**src/rtl/branch_redirect_ctrl.sv**
```systemverilog
// Control-flow resolution: taken decode, PC redirect handshake, post-redirect flush window
// and branch/taken statistics.
module branch_redirect_ctrl #(
  parameter int unsigned DWIDTH       = 32,
  parameter int unsigned FLUSH_CYCLES = 2,
  parameter int unsigned CWIDTH       = 32
) (
  input  logic              clk,
  input  logic              rst_n,
  input  logic              br_valid_i,
  output logic              br_ready_o,
  input  logic [6:0]        opcode_i,
  input  logic [2:0]        funct3_i,
  input  logic              breq_i,
  input  logic              brlt_i,
  input  logic [DWIDTH-1:0] target_i,
  output logic              redirect_valid_o,
  input  logic              redirect_ready_i,
  output logic [DWIDTH-1:0] redirect_pc_o,
  output logic              flush_o,
  output logic              misalign_o,
  output logic              illegal_o,
  input  logic              clear_cnt_i,
  output logic [CWIDTH-1:0] branch_count_o,
  output logic [CWIDTH-1:0] taken_count_o
);

  localparam int unsigned FW = $clog2(FLUSH_CYCLES + 1);

  typedef enum logic [1:0] {IDLE, REDIRECT, FLUSH} state_t;

  state_t            state, state_nxt;
  logic [FW-1:0]     flush_cnt;
  logic              is_branch, is_jal, is_jalr, counted;
  logic              taken, illegal_dec;
  logic [DWIDTH-1:0] target_eff;
  logic              accept, go_redirect, go_misalign, redirect_done;

  always_comb begin
    is_branch   = (opcode_i == 7'b1100011);
    is_jal      = (opcode_i == 7'b1101111);
    is_jalr     = (opcode_i == 7'b1100111);
    counted     = is_branch | is_jal | is_jalr;
    taken       = 1'b0;
    illegal_dec = 1'b0;
    if (is_branch) begin
      case (funct3_i)
        3'b000:         taken = breq_i;
        3'b001:         taken = !breq_i;
        3'b100, 3'b110: taken = brlt_i;
        3'b101, 3'b111: taken = !brlt_i;
        default:        illegal_dec = 1'b1;
      endcase
    end else if (is_jal || is_jalr) begin
      taken = 1'b1;
    end
    target_eff = is_jalr ? {target_i[DWIDTH-1:1], 1'b0} : target_i;
  end

  assign accept        = br_valid_i && (state == IDLE);
  assign go_redirect   = accept && taken && !target_eff[1];
  assign go_misalign   = accept && taken && target_eff[1];
  assign redirect_done = (state == REDIRECT) && redirect_ready_i;

  always_ff @(posedge clk or negedge rst_n) begin
    if (!rst_n) state <= IDLE;
    else        state <= state_nxt;
  end

  always_comb begin
    state_nxt = state;
    case (state)
      IDLE:     if (go_redirect) state_nxt = REDIRECT;
      REDIRECT: if (redirect_done) state_nxt = FLUSH;
      FLUSH:    if (flush_cnt == '0) state_nxt = IDLE;
      default:  state_nxt = IDLE;
    endcase
  end

  // Down-counter covers FLUSH_CYCLES cycles in FLUSH: loaded with N-1, leaves at 0.
  always_ff @(posedge clk or negedge rst_n) begin
    if (!rst_n) begin
      flush_cnt <= '0;
    end else if (redirect_done) begin
      flush_cnt <= FW'(FLUSH_CYCLES - 1);
    end else if (state == FLUSH && flush_cnt != '0) begin
      flush_cnt <= flush_cnt - 1'b1;
    end
  end

  always_ff @(posedge clk or negedge rst_n) begin
    if (!rst_n) begin
      redirect_pc_o <= '0;
      misalign_o    <= 1'b0;
      illegal_o     <= 1'b0;
    end else begin
      if (go_redirect) redirect_pc_o <= target_eff;
      misalign_o <= go_misalign;
      illegal_o  <= accept && illegal_dec;
    end
  end

  always_ff @(posedge clk or negedge rst_n) begin
    if (!rst_n) begin
      branch_count_o <= '0;
      taken_count_o  <= '0;
    end else if (clear_cnt_i) begin
      branch_count_o <= '0;
      taken_count_o  <= '0;
    end else if (accept) begin
      if (counted) branch_count_o <= branch_count_o + 1'b1;
      if (taken)   taken_count_o  <= taken_count_o + 1'b1;
    end
  end

  assign br_ready_o       = (state == IDLE);
  assign redirect_valid_o = (state == REDIRECT);
  assign flush_o          = (state != IDLE);

endmodule

```
**config.mk**
```make
export PLATFORM = sky130hd
export DESIGN_NAME = branch_redirect_ctrl
export DESIGN_NICKNAME = d
export VERILOG_FILES = /design/src/rtl/branch_redirect_ctrl.sv
export SDC_FILE = /design/constraint.sdc
export NUM_CORES = 1
export LEC_CHECK = 0
export CORE_MARGIN = 3
export CORE_UTILIZATION = 48
export DETAILED_ROUTE_END_ITERATION = 10
export PLACE_DENSITY = 0.92
export SYNTH_ARGS = -nofsm -noshare
export SYNTH_HDL_FRONTEND = slang
export SYNTH_SLANG_ARGS = --single-unit
```
**constraint.sdc**
```tcl
create_clock -name clk -period 2.6 [get_ports clk]
set_input_delay 0.78 -clock clk [delete_from_list [all_inputs] [get_ports clk]]
set_output_delay 0.78 -clock clk [all_outputs]
set_load 0.02 [all_outputs]
```
==> results.json, run 1 <==
{
  "outcome": "finished with violations",
  "violations": "setup timing",
  "setup-violations-final": 1,
  "yosys_most_used_dff": "dfrtp_1",
  "period_needed_ns": 2.61,
  "fin_crit_sh_pct": 100,
  "worstHoldPathType": "primary input to asynchronous set/reset pin",
  "wl_per_cell_um": 19.2,
  "drtPass1Iterations": 5,
  "pwr-share-seq_pct": 50.3,
  "swShare_pct": 26.5,
  "clkSinkCount": 102,
  "drive_gt1_share_pct": 22.1,
  "cts_buffers": 9,
  "die_h_um": 109,
  "worst_ep_required_time_ns": 2.87,
  "worst_slew_pin_slew_ns": 0.732,
  "clock_skew_ns": 0.0144,
  "grt_max_degree": 60,
  "area.growth.synth_to_final_pct": 47.4,
  "ctsHoldBuffers": 0,
  "die_area_um2": 11900,
  "track_usage_pct": 25.6,
  "synth-seq-cells": 102,
  "core-area_um2": 10000,
  "cts_tree": "yes",
  "slew_viol_final": 0,
  "crit_fanout": 17,
  "synth_edf_count": 0,
  "relSlewSlack_pct": 50.8,
  "wl_um": 15800,
  "grt_pass1_wl_um": 23900,
  "fin_cells": 822,
  "row_count": 36,
  "vias_per_cell": 5.64,
  "placedInstanceArea_um2": 7090,
  "final_common_cell": "clkdlybuf4s50_1",
  "fin_util_pct": 74.6,
  "die_w_um": 109,
  "finalHoldWorstSlack_ns": 0.388,
  "synth_area_um2": 5090,
  "syn-num-nets": 529,
  "synthDistinctLibCells": 47,
  "timing.fmax_mhz": 384,
  "hpwl_um": 10900,
  "drc": 0,
  "endpoint_kind": "flop",
  "pwr-share-comb_pct": 15.2,
  "syn_inst": 477,
  "dp_cells": 796,
  "stdcell_area_um2": 7490,
  "synth_async_sr_flop_share_pct": 100,
  "gp_congestion": 0.835,
  "finalSetupTns_ns": -0.00561,
  "grt_pass1_vias": 4717,
  "internal_power_mw": 2.48,
  "fin_nets": 735,
  "power.density_nw_per_um2": 450,
  "cp-start-kind": "primary input",
  "htreeDepth": 3,
  "crit_type": "primary input to flop",
  "antenna_violating_nets_post_route": 0,
  "vias": 4634,
  "p_total_mw": 3.37,
  "r2r_start": "state[1]$_DFFE_PN0P_",
  "dp_slack_ns": -0.595,
  "cts.path.max_buffers": 2,
  "avgSynthCellArea_um2": 10.7,
  "clk_latency_ns": 0.38,
  "ir_drop_mv": 0.345,
  "clkTransAtPathRegs_ns": 0.10,
  "p_leak_nw": 3.21,
  "yosysWarnings": 0,
  "crit_start": "brlt_i",
  "most-common-layout-cells": "138 x clkdlybuf4s50_1, 102 x dfrtp_1, 63 x nor2_1, 60 x buf_4, 40 x mux2_2",
  "root_buffer": "clkbuf_8",
  "drt-initial-drc-count": 207,
  "port_buffers": 149,
  "fillers": 611,
  "start_util_pct": 50.6,
  "grt_antenna_before_repair": 1,
  "clkPwrFrac_pct": 34.5,
  "seq_area_frac_synth_pct": 50.2,
  "grt-ovfl-total": 0,
  "setup_ws_ns": -0.00561,
  "ios": 150,
  "net-switching-power_mw": 0.891,
  "hold_viol": 0,
  "max-cap-violations": 0,
  "arrival_ns": 2.88
}
## metal layers
metal	global-route usage, %	vias up	wire length [um]
li1	-	2109	-
met1	30.3	2284	6170
met2	43.9	212	7960
met3	9.24	29	1360
met4	7.12	0	253
met5	0	-	0
## flip-flops by register name (all words and copies together), names as in the netlist
name and count:
branch_count_o 32, flush_cnt 2, illegal_o 1, misalign_o 1, redirect_pc_o 32, state 2
taken_count_o 32
## cell usage after synthesis, types with 2 or more instances
library cell / instances / area (um^2)
nor3_1: 7 / 35.0
dfrtp_1: 102 / 2550
and4_1: 6 / 52.6
a2111oi_0: 3 / 26.3
and2_1: 3 / 18.8
inv_1: 13 / 48.8
a211oi_1: 9 / 67.6
nand4b_1: 3 / 26.3
mux2_2: 41 / 462
nand4_1: 25 / 156
xnor2_1: 25 / 219
or3_1: 4 / 25.0
clkbuf_1: 10 / 37.5
buf_2: 4 / 20.0
nor2b_1: 16 / 100
nor2_1: 64 / 240
o21ai_0: 5 / 25.0
nand2b_1: 3 / 18.8
buf_4: 3 / 22.5
nor3b_1: 2 / 15.0
nor4_1: 3 / 18.8
xor2_1: 19 / 166
and3_1: 8 / 50.1
nand3_1: 29 / 145
nand2_1: 24 / 90.1
nor4_2: 3 / 37.5
a21oi_1: 13 / 65.1
a2111oi_2: 2 / 30.0
ha_1: 3 / 37.5
or4_1: 3 / 22.5
a31o_2: 6 / 52.6
## power groups by stage
| stage | clock [mW] | sequential [mW] | combinational (mW) |
|---|---|---|---|
| after floorplan | 0 | 1.77 | 0.148 |
| after global placement | 0 | 1.71 | 0.470 |
| after detailed placement | 0 | 1.72 | 0.494 |
| after CTS | 1.16 | 1.69 | 0.499 |
| after global routing | 1.25 | 1.70 | 0.547 |
| final | 1.16 | 1.70 | 0.512 |
## worst paths after layout
check / endpoint / slack (ns) / cells past startpoint
worst max-delay path: redirect_pc_o[17]$_DFFE_PN0P_ / -0.006 / 7
worst min-delay path: redirect_pc_o[13]$_DFFE_PN0P_ / 0.39 / 1
worst max register to register: branch_count_o[28]$_DFFE_PN0P_ / 0.31 / 6
worst min register to register: redirect_pc_o[1]$_DFFE_PN0P_ / 0.52 / 1
max in group asynchronous: redirect_pc_o[22]$_DFFE_PN0P_ / 1.50 / 2
min in group clk: redirect_pc_o[1]$_DFFE_PN0P_ / 0.52 / 1
## cells by family (layout without fill, tap and decap cells)
| group | count (synthesis) | in the layout | share of synthesized area [%] |
|---|---|---|---|
| and+or+nand+nor | 208 | 208 | 22.2 |
| DFF | 102 | 102 | 50.2 |
| other | 0 | 1 | 0 |
| muxes | 42 | 42 | 9.27 |
| buffers and inverters | 31 | 242 | 2.76 |
| AOI/OAI and AO/OA | 47 | 47 | 7.31 |
| xor gates and xnor gates | 44 | 44 | 7.58 |
| adders and majority gates | 3 | 3 | 0.738 |
## repair_timing
item,in CTS,in global routing
setup buffers,2,6
pin swaps,0,8
hold endpoints to repair,0,0
cloned,0,1
gates resized for setup,11,23
setup endpoints to repair,49,34
## final cells by class
type,count,area (um^2),share of cell area (%)
sequential,102,2550,34.1
antenna,1,2.50,0.0334
tap,133,166,2.22
clock inverter,6,91.3,1.22
inverter,13,48.8,0.651
timing repair buffer,213,2020,27.0
clock buffer,10,138,1.84
multi-input combinational,344,2470,33.0
## critical path, cell delays in order
cell and delay [ns]:
clkdlybuf4s50_1 0.53, xor2_2 0.22, a31oi_4 0.20, buf_4 0.20, a211oi_4 0.32, clkbuf_16 0.26
mux2_2 0.35
No activity file was read; power rests on OpenSTA's default activity.
==> run 2, diff against run 1 <==
==> constraint.sdc (replaced) <==
create_clock -name clk -period 2.6 [get_ports clk]
set_input_delay 0.26 -clock clk [delete_from_list [all_inputs] [get_ports clk]]
set_output_delay 0.26 -clock clk [all_outputs]
set_load 0.02 [all_outputs]
==> results.json, run 2 (synthesis gave the netlist of run 1 again) <==
{
  "fin_cells": 778,
  "outcome": "completed",
  "grt_antenna_before_repair": 0,
  "die_w_um": 109,
  "clkSinkCount": 102,
  "track_usage_pct": 25.3,
  "worst_ep_required_time_ns": 2.85,
  "fin_util_pct": 70.0,
  "crit_type": "flop to flop",
  "vias_per_cell": 5.59,
  "drc": 0,
  "placedInstanceArea_um2": 6830,
  "fin_nets": 692,
  "cts_buffers": 9,
  "row_count": 36,
  "htreeDepth": 3,
  "p_total_mw": 3.17,
  "slew_viol_final": 0,
  "path_cells": "or4b_4, or3_1, nor4_2, xnor2_1, nor2_1",
  "power.density_nw_per_um2": 451,
  "crit_fanout": 10,
  "pwr-share-seq_pct": 53.5,
  "root_buffer": "clkbuf_8",
  "port_buffers": 149,
  "cts_tree": "yes",
  "gp_congestion": 0.817,
  "net-switching-power_mw": 0.844,
  "antenna_violating_nets_post_route": 0,
  "diodes": 0,
  "wl_per_cell_um": 18.2,
  "wl_um": 14100,
  "cp_num_buf_inv": 0,
  "slowest_stage": "or4b_4",
  "timing.fmax_mhz": 431,
  "ios": 150,
  "core-area_um2": 10000,
  "drtPass1Iterations": 4,
  "clkPwrFrac_pct": 31.6,
  "cts.path.max_buffers": 2,
  "clkTransAtPathRegs_ns": 0.10,
  "start_util_pct": 50.6,
  "clk_latency_ns": 0.37,
  "setup-violations-final": 0,
  "worstHoldPathType": "primary input to asynchronous set/reset pin",
  "max-cap-violations": 0,
  "hpwl_um": 10300,
  "internal_power_mw": 2.32,
  "grt-ovfl-total": 0,
  "fin_crit_sh_pct": 89.2,
  "relSlewSlack_pct": 45.8,
  "grt_pass1_vias": 4582,
  "p_leak_nw": 2.88,
  "area.growth.synth_to_final_pct": 38.2,
  "cp-start-kind": "flop",
  "drt-initial-drc-count": 186,
  "critical_path.max_stage_delay_ns": 0.62,
  "arrival_ns": 2.57,
  "worst_slew_pin_slew_ns": 0.813,
  "rrSetupSlack_ns": 0.28,
  "swShare_pct": 26.6,
  "dp_slack_ns": -0.00416,
  "vias": 4351,
  "grt_pass1_wl_um": 23200,
  "endpoint_kind": "flop",
  "clock_skew_ns": 0.00750,
  "die_h_um": 109,
  "critPathTopFamily": "simple AND/OR/NAND/NOR gates",
  "most-common-layout-cells": "147 x clkdlybuf4s50_1, 102 x dfrtp_1, 64 x nor2_1, 41 x mux2_2, 29 x nand3_1",
  "hold_viol": 0,
  "ir_drop_mv": 0.340,
  "final_common_cell": "clkdlybuf4s50_1",
  "period_needed_ns": 2.32,
  "grt_max_degree": 59,
  "die_area_um2": 11900,
  "stdcell_area_um2": 7030,
  "reg.largest.list": "branch_count_o: 32 flops, redirect_pc_o: 32 flops, taken_count_o: 32 flops",
  "drive_gt1_share_pct": 14.9,
  "setup_ws_ns": 0.280,
  "dp_cells": 761,
  "pwr-share-comb_pct": 14.9,
  "rsz0062_at_grt": "no"
}
[run 2: cell count changes in the layout (fill, tap and decap cells not counted), sizes merged]
cell           delta
dlygate4sd3       +1
bufinv            -1
buf              -43
clkdlybuf4s50     +9
dlymetal6s2s      -6
clkbuf            -3
clkinvlp          +3
dlygate4sd2       -1
inv               -2
diode             -1
[run 2: worst paths after layout]
kind / endpoint / cells after the start / start
max reg2reg: branch_count_o[31]$_DFFE_PN0P_ / 5 / state[1]$_DFFE_PN0P_
max: branch_count_o[31]$_DFFE_PN0P_ / 5 / state[1]$_DFFE_PN0P_
min: redirect_pc_o[6]$_DFFE_PN0P_ / 2 / rst_n
min in group clk: taken_count_o[9]$_DFFE_PN0P_ / 2 / clear_cnt_i
max in group asynchronous: redirect_pc_o[30]$_DFFE_PN0P_ / 3 / rst_n
min reg2reg: redirect_pc_o[2]$_DFFE_PN0P_ / 1 / redirect_pc_o[2]$_DFFE_PN0P_
[run 2: cell type report]
type,instances,area (um^2)
repair buffers,170,1670
clock buffers,10,128
inverters,13,48.8
fillers,688,3020
multi-input cells,344,2400
well taps,133,166
flip-flops and latches,102,2550
clock inverters,6,62.6
[run 2: timing repair]
item                      in CTS  in global routing
hold buffers                   1                  0
hold endpoints to repair      44                  0
gates resized for setup        0                  0
buffers inserted               0                  0
[run 2: metal layers]
metal  wire (um)  vias up  part of all wire [%]  GRT usage (%)
met2        6940      163                    49           42.7
met4         332        0                   2.3           7.84
met5           0        -                     0              0
li1            -     2021                     -              -
met3        1320       30                   9.4           9.24
met1        5530     2137                    39           30.0
[run 2: stage by stage]
| stage | TNS, ns | hold WS [ns] |
|---|---|---|
| after global placement | 0 | 0.284 |
| after floorplan | 0 | -0.0356 |
| final | 0 | 0.418 |
| after CTS | 0 | 0.446 |
| after detailed placement | -0.00416 | 0.299 |
| after global routing | 0 | 0.485 |
[run 2: power groups by stage]
stage               registers [mW]  clock network, mW  logic [mW]
detailed placement            1.72                  0       0.468
finish                        1.69               1.00       0.472
CTS                           1.69               1.01       0.473
floorplan                     1.77                  0       0.148
global route                  1.70               1.09       0.512
global placement              1.71                  0       0.446
==> run 3, diff against run 2 <==
--- a/config.mk
+++ b/config.mk
@@ -5,7 +5,7 @@
 export SDC_FILE = /design/constraint.sdc
 export NUM_CORES = 1
 export LEC_CHECK = 0
-export CORE_MARGIN = 3
+export CORE_MARGIN = 5
 export CORE_UTILIZATION = 48
 export DETAILED_ROUTE_END_ITERATION = 10
 export PLACE_DENSITY = 0.92
==> results.json, run 3 (synthesis gave the netlist of run 1 again) <==
{
  "outcome": "completed",
  "cts_buffers": 9,
  "crit_fanout": 10,
  "relSlewSlack_pct": 50.9,
  "root_buffer": "clkbuf_8",
  "ios": 150,
  "power.density_nw_per_um2": 463,
  "vias_per_cell": 5.69,
  "area.growth.synth_to_final_pct": 39.2,
  "slowest_stage": "or4b_4",
  "diodes": 0,
  "setup-violations-final": 0,
  "grt-ovfl-total": 0,
  "path_cells": "or4b_4, or3_1, nor4_2, xnor2_1, nor2_1",
  "p_leak_nw": 2.91,
  "slew_viol_final": 0,
  "hold_viol": 0,
  "vias": 4456,
  "fin_crit_sh_pct": 90.2,
  "critical_path.max_stage_delay_ns": 0.62,
  "port_buffers": 149,
  "gp_congestion": 0.885,
  "rsz0062_at_grt": "no",
  "fin_nets": 695,
  "worst_slew_pin_slew_ns": 0.736,
  "grt_pass1_vias": 4683,
  "max-cap-violations": 0,
  "drive_gt1_share_pct": 15.0,
  "stdcell_area_um2": 7080,
  "finalHoldWorstSlack_ns": 0.456,
  "final_common_cell": "clkdlybuf4s50_1",
  "cts_tree": "yes",
  "top_layer": "met4",
  "grt_antenna_before_repair": 0,
  "timing.fmax_mhz": 426,
  "crit_type": "flop to flop",
  "die_area_um2": 12800,
  "drtPass1Iterations": 5,
  "reg.largest.list": "branch_count_o: 32 flops, redirect_pc_o: 32 flops, taken_count_o: 32 flops",
  "antenna_violating_nets_post_route": 0,
  "rrSetupSlack_ns": 0.25,
  "start_util_pct": 49.3,
  "endpoint_kind": "flop",
  "wl_met2_um": 7110,
  "row_count": 37,
  "wl_met1_um": 5700,
  "clkTransAtPathRegs_ns": 0.10,
  "most-common-layout-cells": "147 x clkdlybuf4s50_1, 102 x dfrtp_1, 64 x nor2_1, 41 x mux2_2, 29 x nand3_1",
  "die_w_um": 113,
  "hpwl_um": 10800,
  "worst_ep_required_time_ns": 2.83,
  "clock_skew_ns": 0.0174,
  "cts.path.max_buffers": 2,
  "core-area_um2": 10300,
  "arrival_ns": 2.58,
  "grt_pass1_wl_um": 24100,
  "finalSetupTns_ns": 0,
  "die_h_um": 113,
  "clk_latency_ns": 0.37,
  "placedInstanceArea_um2": 6850,
  "drt-initial-drc-count": 227,
  "wl_per_cell_um": 18.7,
  "track_usage_pct": 23.4,
  "ir_drop_mv": 0.315,
  "route.met3.wl_um": 1460,
  "htreeDepth": 3,
  "drc": 0,
  "grt_max_degree": 53,
  "post_cts_buffers": 0,
  "worstHoldPathType": "primary input to asynchronous set/reset pin",
  "cp-start-kind": "flop",
  "clkSinkCount": 102,
  "wl_um": 14600,
  "period_needed_ns": 2.35
}
-- run 3: cell count changes in the layout (fill, tap and decap cells not counted) --
cell | before | now
clkinvlp_4 | 3 | 0
bufinv_16 | 1 | 2
clkbuf_1 | 1 | 2
clkbuf_8 | 9 | 10
buf_4 | 19 | 22
clkinv_2 | 2 | 0
clkinv_4 | 0 | 1
-- run 3: stage by stage --
stage               setup WS, ns  total power, mW  util, %  cells
CTS                        0.247             3.28     68.6    783
floorplan                  0.447             1.92        -    477
finish                     0.255             3.28     68.6    783
global route               0.155             3.40     68.6    783
global placement          0.0660             2.17     66.4    767
detailed placement        0.0345             2.20     66.4    767
-- run 3: critical path, delay by kind of cell, from the launching register on --
family | cells | cell delay [ns]
XOR/XNOR | 1 | 0.15
flip-flops | 1 | 0.50
AND/OR/NAND/NOR | 4 | 1.57
-- run 3: cell type report --
| type | instances | area, um^2 |
|---|---|---|
| fillers | 710 | 3250 |
| flip-flops and latches | 102 | 2550 |
| multi-input cells | 344 | 2400 |
| repair buffers | 173 | 1690 |
| well taps | 136 | 170 |
| clock buffers | 12 | 145 |
| clock inverters | 3 | 68.8 |
| inverters | 13 | 48.8 |
-- run 3: final timing paths --
check / from / to / cells past startpoint
max: state[1]$_DFFE_PN0P_ / branch_count_o[24]$_DFFE_PN0P_ / 5
min reg2reg: redirect_pc_o[23]$_DFFE_PN0P_ / redirect_pc_o[23]$_DFFE_PN0P_ / 1
min: rst_n / redirect_pc_o[28]$_DFFE_PN0P_ / 2
max reg2reg: state[1]$_DFFE_PN0P_ / branch_count_o[24]$_DFFE_PN0P_ / 5
min in group clk: clear_cnt_i / taken_count_o[8]$_DFFE_PN0P_ / 2
max in group asynchronous: rst_n / taken_count_o[0]$_DFFE_PN0P_ / 3
-- run 3: timing repair --
item	CTS	global route
endpoints found under the setup margin	0	0
hold buffers	1	0
endpoints found under the hold margin	50	0
resized for setup	0	0
-- run 3: routing by layer --
layer | global-route usage (%) | up-vias
met2 | 38.6 | 219
met1 | 28.5 | 2192
met3 | 8.29 | 29
met5 | 0 | -
li1 | - | 2016
met4 | 8.17 | 0
-- run 3: power breakdown --
group          total [mW]  switching (mW)  internal [mW]
Combinational       0.477           0.244          0.233
Sequential           1.69          0.0457           1.65
Clock                1.10           0.538          0.567
==> RTL change, RTL diff (settings of run 3) <==
Reset style: synchronous (`rst_n`), changed in 4 clocked blocks.
--- a/src/rtl/branch_redirect_ctrl.sv
+++ b/src/rtl/branch_redirect_ctrl.sv
@@ -62,7 +62,7 @@
   assign go_misalign   = accept && taken && target_eff[1];
   assign redirect_done = (state == REDIRECT) && redirect_ready_i;
 
-  always_ff @(posedge clk or negedge rst_n) begin
+  always_ff @(posedge clk) begin
     if (!rst_n) state <= IDLE;
     else        state <= state_nxt;
   end
@@ -78,7 +78,7 @@
   end
 
   // Down-counter covers FLUSH_CYCLES cycles in FLUSH: loaded with N-1, leaves at 0.
-  always_ff @(posedge clk or negedge rst_n) begin
+  always_ff @(posedge clk) begin
     if (!rst_n) begin
       flush_cnt <= '0;
     end else if (redirect_done) begin
@@ -88,7 +88,7 @@
     end
   end
 
-  always_ff @(posedge clk or negedge rst_n) begin
+  always_ff @(posedge clk) begin
     if (!rst_n) begin
       redirect_pc_o <= '0;
       misalign_o    <= 1'b0;
@@ -100,7 +100,7 @@
     end
   end
 
-  always_ff @(posedge clk or negedge rst_n) begin
+  always_ff @(posedge clk) begin
     if (!rst_n) begin
       branch_count_o <= '0;
       taken_count_o  <= '0;
Function: differs if rst_n is asserted again (counterexample within 4 cycles, from zero or initial values and one cycle with rst_n low); with rst_n held inactive, the same outputs for 4 cycles.
==> RTL change against run 3 <==
  * Global-route usage is 1.3 points lower
  * Clock skew is 4.0 ps lower
  * Wire length is 9.6% lower
  * Sequential cell count unchanged
  * Worst setup slack better by 31 ps
  * Area after synthesis fell by 9.8%
  * Synthesized cell count up 16%
  * Core utilization up 1.4 points
  * Design area shrank 8.2%
  * Largest cell class is now multi-input combinational cells
Power is not compared: it rests on default switching activity, and its combinational part moved more than twofold at a synthesized area within 25%.
==> RTL change: results (changes against run 3) <==
{| class="wikitable"
! Metric !! Value
|-
| CP peak stage delay || 580 ps (was 620 ps)
|-
| Detailed-route wire length || 13.2 mm (was 14.6 mm)
|-
| Result of the run || completed (unchanged)
|-
| Register-to-Register Setup Slack || 310 ps (was 250 ps)
|-
| Worst slew margin relative to its limit || 0.418 (was 0.509)
|-
| Post-route worst hold slack || 437 ps (was 456 ps)
|-
| Global-route wire length before repair || 21.0 mm (was 24.1 mm)
|-
| Number of placed cells counting well taps || 822 (was 767)
|-
| Standard cell area after detailed placement || 6300 sq um (was 6850 sq um)
|-
| Routed length per placed instance || 15.7 um (was 18.7 um)
|-
| Insertion delay of the later-clocked pin in the worst-skew pair || 350 ps (was 370 ps)
|-
| Cell class contributing the biggest share of worst-path delay || buffers and inverters (was simple AND/OR/NAND/NOR gates)
|-
| Mean area per synthesized cell || 8.30 sq um (was 10.7 sq um)
|-
| Crit Reg-Reg Endpoint || branch_count_o[29] (was branch_count_o[24])
|-
| Post-Place Worst Slack || -82.4 ps (was 34.5 ps)
|-
| First-iteration detailed-routing DRC count || 251 (was 227)
|-
| Count of filler cells inserted in the layout || 719 (was 710)
|-
| Layout Cell Area excl Fill || 6500 sq um (was 7080 sq um)
|-
| Syn Nets || 605 (was 529)
|-
| Arrival time of data at the critical path endpoint || 2530 ps (was 2580 ps)
|-
| Total routing usage reported by global routing || 0.221 (was 0.234)
|-
| Largest regs || branch_count_o: 32 flops, redirect_pc_o: 32 flops, taken_count_o: 32 flops (unchanged)
|-
| Cell types with the highest counts after synthesis || sky130_fd_sc_hd__dfxtp_1, sky130_fd_sc_hd__nand2_1, sky130_fd_sc_hd__nor2_1 (was sky130_fd_sc_hd__dfrtp_1, sky130_fd_sc_hd__nor2_1, sky130_fd_sc_hd__mux2_2)
|-
| Fraction of final layout cells with drive strength greater than 1 || 0.0776 (was 0.150)
|-
| Most repeated cell in the gate-level netlist after synthesis || sky130_fd_sc_hd__dfxtp_1 (was sky130_fd_sc_hd__dfrtp_1)
|-
| Vias in the first global route || 4,384 (was 4,683)
|-
| Worst clock skew || 13.5 ps (was 17.4 ps)
|-
| Cells taking the most area after synthesis || sky130_fd_sc_hd__dfxtp_1, sky130_fd_sc_hd__xnor2_1, sky130_fd_sc_hd__nand3_1 (was sky130_fd_sc_hd__dfrtp_1, sky130_fd_sc_hd__mux2_2, sky130_fd_sc_hd__nor2_1)
|-
| Number of nets at the end of the flow || 756 (was 695)
|-
| Slowest-stage cell, CP || sky130_fd_sc_hd__or4_1 (was sky130_fd_sc_hd__or4b_4)
|-
| Library cells used by synthesis || 45 (was 47)
|-
| HPWL after DPL || 10.0 mm (was 10.8 mm)
|-
| Weighted congestion at the end of routability-driven global placement || 0.871 (was 0.885)
|-
| Total via count in the routed design || 4,650 (was 4,456)
|-
| Maximum number of pins on one net before global-route repair || 70 (was 53)
|}
## RTL change: area by class of cell
| class | instances | share of cell area |
|---|---|---|
| clock buffers | 9 | 0.0191 |
| clock inverters | 7 | 0.0119 |
| inverters | 17 | 0.00982 |
| multi-input cells | 404 | 0.363 |
| flip-flops and latches | 102 | 0.314 |
| well taps | 129 | 0.0248 |
| repair buffers | 170 | 0.257 |
## RTL change: how the worst max path moves through the flow
stage,from,end,slack (ps),cells after the start
after CTS,funct3_i[0],taken_count_o[9],280,7
after detailed placement,funct3_i[0],taken_count_o[9],-80,7
after global routing,funct3_i[0],taken_count_o[10],170,7
after floorplan,branch_count_o[11],branch_count_o[27],480,5
final,funct3_i[0],taken_count_o[9],290,7
after global placement,funct3_i[0],taken_count_o[21],80,6
## RTL change: per-layer routing
metal,track usage,up-vias,routed length [um],part of all wire
met3,0.0558,27,852,0.065
met4,0.0649,0,297,0.023
met1,0.256,2182,5270,0.40
met2,0.400,164,6780,0.51
li1,-,2277,-,-
met5,0,-,0,0
## RTL change: cells by family (layout without fill, tap and decap cells)
kind of cell,count (synthesis),count (layout),share of synthesized area
simple gates,249,249,0.267
compound gates,113,113,0.161
flops,102,102,0.445
buf+inv,47,203,0.0428
xor+xnor,35,35,0.0668
mux,4,4,0.00872
fa+ha+maj,3,3,0.00818
## RTL change: tightest hold or removal path: stages, from the launching register on
cell and delay (ps):
sky130_fd_sc_hd__dfxtp_1 320, sky130_fd_sc_hd__nand2_1 50, sky130_fd_sc_hd__nor2_1 30
## RTL change: power by group
part,switching (uW),total [uW],internal (uW)
sequential,2.07,1570,1560
combinational,80.7,172,91.3
clock,558,1020,458
